<file path="config.mk">
export PLATFORM = sky130hd
export DESIGN_NAME = data_memory_debug_arbiter
export DESIGN_NICKNAME = d
export VERILOG_FILES = /design/src/rtl/data_memory_debug_arbiter.sv
export SDC_FILE = /design/constraint.sdc
export NUM_CORES = 1
export LEC_CHECK = 0
export CAP_MARGIN = 20
export CELL_PAD_IN_SITES_DETAIL_PLACEMENT = 1
export CELL_PAD_IN_SITES_GLOBAL_PLACEMENT = 1
export CORE_MARGIN = 10
export CORE_UTILIZATION = 26
export CTS_CLUSTER_DIAMETER = 60
export DETAILED_ROUTE_END_ITERATION = 8
export PLACE_DENSITY = 0.89
export REMOVE_ABC_BUFFERS = 1
export SETUP_SLACK_MARGIN = 0.4
export SYNTH_ARGS = -nofsm -noshare
export SYNTH_HDL_FRONTEND = slang
export SYNTH_SLANG_ARGS = --single-unit
</file>
<file path="constraint.sdc">
create_clock -name clk -period 2.13 [get_ports clk]
set_input_delay 0.426 -clock clk [delete_from_list [all_inputs] [get_ports clk]]
set_output_delay 0.426 -clock clk [all_outputs]
set_load 0.02 [all_outputs]
</file>
<file path="src/rtl/data_memory_debug_arbiter.sv">
// rtl/data_memory_debug_arbiter.sv - data RAM owner shared by the MEM stage and a debug burst-dump engine
// The pipeline drives the RAM directly only while idle; a burst walks base..base+len-1 one word per handshake.
module data_memory_debug_arbiter #(
  parameter int Addr_B  = 10,
  parameter int Width_B = 32,
  parameter int Len_B   = 10
) (
  input  logic               clk,
  input  logic               reset,
  input  logic               pipeMemRead,
  input  logic               pipeMemWrite,
  input  logic [Addr_B-1:0]  pipeAddress,
  input  logic [Width_B-1:0] pipeWriteData,
  output logic [Width_B-1:0] pipeReadData,
  output logic               pipeStall,
  input  logic               dbgStart,
  input  logic [Addr_B-1:0]  dbgBaseAddr,
  input  logic [Len_B-1:0]   dbgLength,
  output logic [Width_B-1:0] dbgData,
  output logic               dbgDataValid,
  input  logic               dbgDataReady,
  output logic               dbgBusy,
  output logic               dbgDone,
  output logic               memWriteEnable,
  output logic [Addr_B-1:0]  memAddress,
  output logic [Width_B-1:0] memWriteData,
  input  logic [Width_B-1:0] memReadData
);

  typedef enum logic [2:0] {IDLE, ISSUE, CAPTURE, OUT, DONE} state_t;

  state_t            state;
  logic [Addr_B-1:0] base;
  logic [Len_B-1:0]  length;
  logic [Len_B-1:0]  count;
  logic              idle;
  logic              lastWord;

  assign idle     = (state == IDLE);
  assign lastWord = (count == length - Len_B'(1));

  always_ff @(posedge clk or negedge reset) begin
    if (!reset) begin
      state        <= IDLE;
      base         <= '0;
      length       <= '0;
      count        <= '0;
      dbgData      <= '0;
      dbgDataValid <= 1'b0;
      dbgBusy      <= 1'b0;
      dbgDone      <= 1'b0;
    end else begin
      case (state)
        IDLE: begin
          if (dbgStart) begin
            base    <= dbgBaseAddr;
            length  <= dbgLength;
            count   <= '0;
            dbgBusy <= (dbgLength != '0);
            dbgDone <= (dbgLength == '0);
            state   <= (dbgLength == '0) ? DONE : ISSUE;
          end
        end
        ISSUE: state <= CAPTURE;
        CAPTURE: begin
          dbgData      <= memReadData;
          dbgDataValid <= 1'b1;
          state        <= OUT;
        end
        OUT: begin
          // Address stays parked on the current word until the consumer takes it
          if (dbgDataReady) begin
            dbgDataValid <= 1'b0;
            count        <= count + Len_B'(1);
            if (lastWord) begin
              dbgBusy <= 1'b0;
              dbgDone <= 1'b1;
              state   <= DONE;
            end else begin
              state <= ISSUE;
            end
          end
        end
        DONE: begin
          dbgDone <= 1'b0;
          state   <= IDLE;
        end
        default: state <= IDLE;
      endcase
    end
  end

  // Read wins over write when the MEM stage asserts both
  always_comb begin
    memAddress     = base + Addr_B'(count);
    memWriteData   = pipeWriteData;
    memWriteEnable = 1'b0;
    if (idle) begin
      memAddress     = pipeAddress;
      memWriteEnable = pipeMemWrite & ~pipeMemRead;
    end
  end

  assign pipeStall    = ~idle & (pipeMemRead | pipeMemWrite);
  assign pipeReadData = memReadData;

endmodule

</file>
; Yosys cells after proc, flatten, opt, wreduce, memory -nomap -nowiden
; Cells that the tools add are included.
[word_totals]
reg_bits = 68
input_bits = 100
[op_classes]
n_addsub = 3
eq_ne = 8
mux = 20
bitwise = 5
reduce_logical = 12
[ops]
columns = cell, n
row1 = $mux W10, 3
row2 = $pmux W10 S2, 1
row3 = $mux W3, 4
row4 = $pmux W3 S4, 1
row5 = $add A10 B1 Y10 const B, 1
row6 = $add A10 B10 Y10, 1
row7 = $eq A10 B10 Y1, 1
row8 = $logic_not A10 Y1, 1
row9 = $reduce_bool A10 Y1, 1
row10 = $sub A10 B1 Y10 const B, 1
row11 = $mux W1, 8
row12 = $reduce_and A4 Y1, 2
row13 = $eq A3 B2 Y1 const B, 2
row14 = $ne A2 B2 Y1 const B, 3
row15 = $reduce_and A2 Y1, 3
row16 = $pmux W1 S2, 2
row17 = $reduce_bool A2 Y1, 2
row18 = $eq A3 B1 Y1 const B, 1
row19 = $eq A3 B3 Y1 const B, 1
row20 = $logic_not A3 Y1, 1
row21 = $pmux W1 S3, 1
row22 = $reduce_and A3 Y1, 1
row23 = $reduce_bool A3 Y1, 1
row24 = $and A1 B1 Y1, 2
row25 = other kinds (2), 3

; Logic depth before layout (Yosys ltp)
[logic_depth]
depth_word = 5
depth_mapped = 9

; Worst setup path before layout
; Ideal clock, no wire load.
[synth_path]
kind = reg2out
from = register count[0]
to = output port memAddress[8]
arrival_time_ns = 2.177
required_ns = 1.704
path_slack_ns = -0.473
path_stages_with_launch = 10
n_path_buf = 0
cell_sequence = dfrtp_1 > ha_1 > inv_1 > fa_1 > nor2b_1 > o21a_1 > o21ai_0 > a21oi_1 > nor2_1 > a211oi_1
[synth_between]
elab_chain_cells = 2
[synth_rtl]
columns = item, line
row1 = "start, declared", 35  ; logic [Len_B-1:0] count;
row2 = "start signal, assigned", 74  ; count <= count + Len_B'(1);
row3 = $add A10 B10 Y10, 95  ; memAddress = base + Addr_B'(count);
row4 = $mux W10, 98  ; if (idle) begin
row5 = "end, declared", 25  ; output logic [Addr_B-1:0] memAddress,
; Every way passes these cells.

; Final worst setup path
[layout_path]
from = register base[1]
to = output port memAddress[6]
[layout_between]
elab_chain_cells = 2
[layout_rtl]
columns = item, line
row1 = "start, declared", 33  ; logic [Addr_B-1:0] base;
row2 = "start signal, assigned", 56  ; base <= dbgBaseAddr;
row3 = $add A10 B10 Y10, 95
row4 = $mux W10, 98
; Every way passes these cells.

==> results.md <==
| Result | Reported | Unit |
|---|---|---|
| Final net count | 677 | - |
| Clock H-tree levels | 3 | - |
| Fraction of final layout cells with drive strength greater than 1 | 41.23 | % |
| Final core utilization | 44.03 | % |
| Sum of overflow across all layers after global routing | 0 | - |
| Number of antenna violations at the first check in global routing | 0 | - |
| Cell area after technology mapping | 4055 | um^2 |
| Count of final max-slew check failures | 0 | - |
| Maximum count of clock buffers along a single path | 2 | - |
| Count of antenna diodes in the layout | 0 | - |
| Final critical-path share of the clock period | 139.9 | % |
| Routed wire per std cell | 24.15 | um |
| Proportion of netlist area held by the largest area contributor | 41.96 | % |
| Share of total power in combinational logic | 59.3 | % |
| Crit path max-delay cell type | fa_2 | - |
| Detailed-placement wirelength estimate | 11.89 | mm |
| Ranking of synthesized cells by area | dfrtp_1 (42%), buf_4 (12%), mux2_2 (8.9%) | - |
| Ports | 211 | - |
| Final total power | 0.009589 | W |
| Total global routing track utilization | 16.50 | % |
| Smallest hold slack | 0.4505 | ns |
| Register clock-pin slew on the reported worst setup and hold paths | 0.06 | ns |
| Global-route wire length before repair | 26.28 | mm |
| Latest clock arrival within the worst-skew pair | 0.34 | ns |
| Die Width | 144.9 | um |
| Placed cell count | 734 | - |
| Violations in the final reports | setup timing | - |
| Iteration-0 DRC Markers | 151 | - |
| Clock tree from TritonCTS | built | - |
| Total negative slack for setup checks | -5.530 | ns |
| Die Y | 144.9 | um |
| Final RePlAce weighted congestion | 0.8848 | - |
| Most frequently used flop master after synthesis | dfrtp_1 | - |
| DRC violations left | 0 | - |
| Switching part of the total power | 42.78 | % |
| Rel. slew slack | 66.94 | % |
| Post-synth EDFFs | 0 | - |
| Transition time at the pin with the least slew margin | 0.4914 | ns |
| Worst EP required | 1.70 | ns |
| Final Hold Viols | 0 | - |
| Data arrival time of the critical path | 2.55 | ns |
| Via count of the first global-routing pass | 4,494 | - |
| Area inside the core boundary | 15,260 | um^2 |
| Highest-count cells in the layout ignoring fill and taps | clkdlybuf4s50_1 (65), dfrtp_1 (64), dlygate4sd2_1 (58), buf_4 (50), mux2_2 (32) | - |
| Post-layout minimum cycle time | 2.980 | ns |
| Cell area power density | 1427 | nW/um^2 |
| Post-route clock skew | 0.007468 | ns |
| Starting utilization of the core area | 26.58 | % |
| Storage cell area | 1707 | um^2 |
| Multi-input gate area | 2283 | um^2 |
| RSZ-0062 raised after global routing | yes | - |
| Layout-stage area growth over the synthesis result | 65.69 | % |
| Kind of end point of the critical path | output port | - |
| Class of the worst hold path | in2async | - |
| Finished Layout Cells | 781 | - |
| Synth Register Bits | 68 | - |
| Fraction of the yosys area taken by sequential cells | 41.96 | % |
| Pre-antenna DRT Iters | 4 | - |
| Sort of element at the start of the critical path | flop | - |
| Psw | 0.004103 | W |
| Fmax achieved | 0.3356 | GHz |
| Port buffer count | 146 | - |
| Max-cap viol count | 0 | - |
| Synth area leader | dfrtp_1 | - |
| Die outline area | 20,990 | um^2 |
| Via Count | 3,878 | - |
| Worst-path cell chain | inv_1 -> fa_2 -> nor2b_2 -> o21a_1 -> o21ai_2 -> buf_6 -> nand2b_4 -> a211oi_2 -> o31ai_1 -> buf_4 | - |
| Synthesized area per cell | 9.795 | um^2 |
| Clock buffer count from CTS | 9 | - |
| Setup violation total in the final timing report | 11 | - |
| Number of instances in the synthesized netlist | 414 | - |
| Share of async-settable or async-resettable flops after synthesis | 100.0 | % |
| Clock sink count | 68 | - |
| Pin count of the biggest net entering global routing | 47 | - |
| Worst setup path category | reg2out | - |
| Proportion of power drawn by flip-flops and latches | 24.5 | % |
| Residual antenna-violating net count after detailed routing | 0 | - |
| Internal Dissipation | 0.005487 | W |
| Standby leakage power | 3.049 | nW |
| Worst IR drop on VDD | 0.6344 | mV |
| Yosys Warn Count | 0 | - |
| Max FO, Critical Path | 2 | - |
| Most common library cell in the layout ignoring fill and taps | clkdlybuf4s50_1 | - |
| Post-detailed-routing wire length | 18.86 | mm |
| Clk Tree Root Cell | clkbuf_16 | - |
| Number of standard-cell rows in the floorplan | 45 | - |
| Result of the run | finished, violations left | - |
| Setup slack after layout | -0.8495 | ns |
| Number of filler cells placed in the layout | 1,653 | - |
| Post-detailed-route via-to-cell ratio | 4.965 | - |
| Portion of total power attributed to the clock network | 16.2 | % |
| Largest stage delay, worst path | 0.44 | ns |
| Yosys cell types | 55 | - |
Yosys cell counts (all sizes together), types with 4 or more instances:
cell type  instances
ha                11
a31oi              5
clkbuf             6
nand3             10
nor2              23
dfrtp             68
nor4               4
a21o               4
inv               10
xnor2             12
o21a               5
mux2              32
a21oi              9
nand2             65
xor2              10
a211oi             5
and3               4
o21ai             20
buf               72
nor3               7
power groups by stage:
stage | logic [W] | registers [W] | clock network [W]
2_1_floorplan | 0.00198 | 0.00269 | 0
3_3_place_gp | 0.00447 | 0.00226 | 0
3_5_place_dp | 0.00466 | 0.00231 | 0
4_1_cts | 0.00506 | 0.00231 | 0.00157
5_1_grt | 0.00605 | 0.00242 | 0.00164
6_report | 0.00569 | 0.00235 | 0.00155
final timing paths:
kind                                               start                  endpoint  slack [ns]  cells past startpoint
min in group clk                dbgDataValid$_DFFE_PN0P_  dbgDataValid$_DFFE_PN0P_        0.50                      1
worst min-delay path                               reset       base[9]$_DFFE_PN0P_        0.45                      2
worst max register to register     length[3]$_DFFE_PN0P_      state[0]$_DFFE_PN0P_        0.20                      6
worst min register to register  dbgDataValid$_DFFE_PN0P_  dbgDataValid$_DFFE_PN0P_        0.50                      1
max in group asynchronous                          reset     length[3]$_DFFE_PN0P_        1.18                      3
worst max-delay path                 base[1]$_DFFE_PN0P_             memAddress[6]       -0.85                     10
sequential cells by signal, indices dropped and copies added, names as in the netlist:
signal	cells
dbgDone	1
state	3
dbgDataValid	1
length	10
base	10
count	10
dbgData	32
dbgBusy	1
stage by stage:
stage                     instance area [um^2]  setup WS (ns)
after floorplan                           3512        -0.5078
after global placement                    5569        -0.8432
after detailed placement                  5569         -1.004
after CTS                                 6331        -0.6769
after global routing                      6719        -0.9609
final                                     6719        -0.8495
repair_timing:
action                                 4_1_cts  5_1_grt
pin swaps                                   40       15
endpoints found under the hold margin        4        0
gates resized for setup                    223       85
setup endpoints to repair                  107       53
cloned                                       3        1
setup buffers                               18        8
hold buffers                                 1        0
routing by layer:
| layer | wire, um | GRT usage, % |
|---|---|---|
| met2 | 9061 | 26.23 |
| met1 | 6895 | 17.23 |
| met5 | 0 | 0.2618 |
| met4 | 513 | 6.223 |
| met3 | 2390 | 10.50 |
area by class of cell:
cell class / count / area share [%]
timing repair buffer: 218 / 31.62
clock inverter: 7 / 1.155
clock buffer: 9 / 3.352
tap: 211 / 3.929
sequential: 68 / 25.40
multi-input combinational: 258 / 33.99
inverter: 10 / 0.5587
cell families (layout without fill, tap and decap cells):
| logic type | Yosys count | after routing | synth area share [%] |
|---|---|---|---|
| DFF | 68 | 68 | 41.96 |
| AOI/OAI and AO/OA | 60 | 60 | 10.24 |
| buffers and inverters | 88 | 244 | 14.32 |
| xor gates and xnor gates | 22 | 22 | 4.752 |
| adders and majority gates | 12 | 12 | 3.888 |
| muxes | 33 | 33 | 9.133 |
| and+or+nand+nor | 131 | 131 | 15.71 |
worst max-delay path, delay by kind of cell, from the launching register on:
| kind | cells | cell delay (ns) |
|---|---|---|
| AOI/OAI and AO/OA | 4 | 0.63 |
| adders and majority gates | 1 | 0.44 |
| buffers and inverters | 3 | 0.47 |
| DFF | 1 | 0.43 |
| and+or+nand+nor | 2 | 0.22 |
No activity file was read; power rests on OpenSTA's default activity.
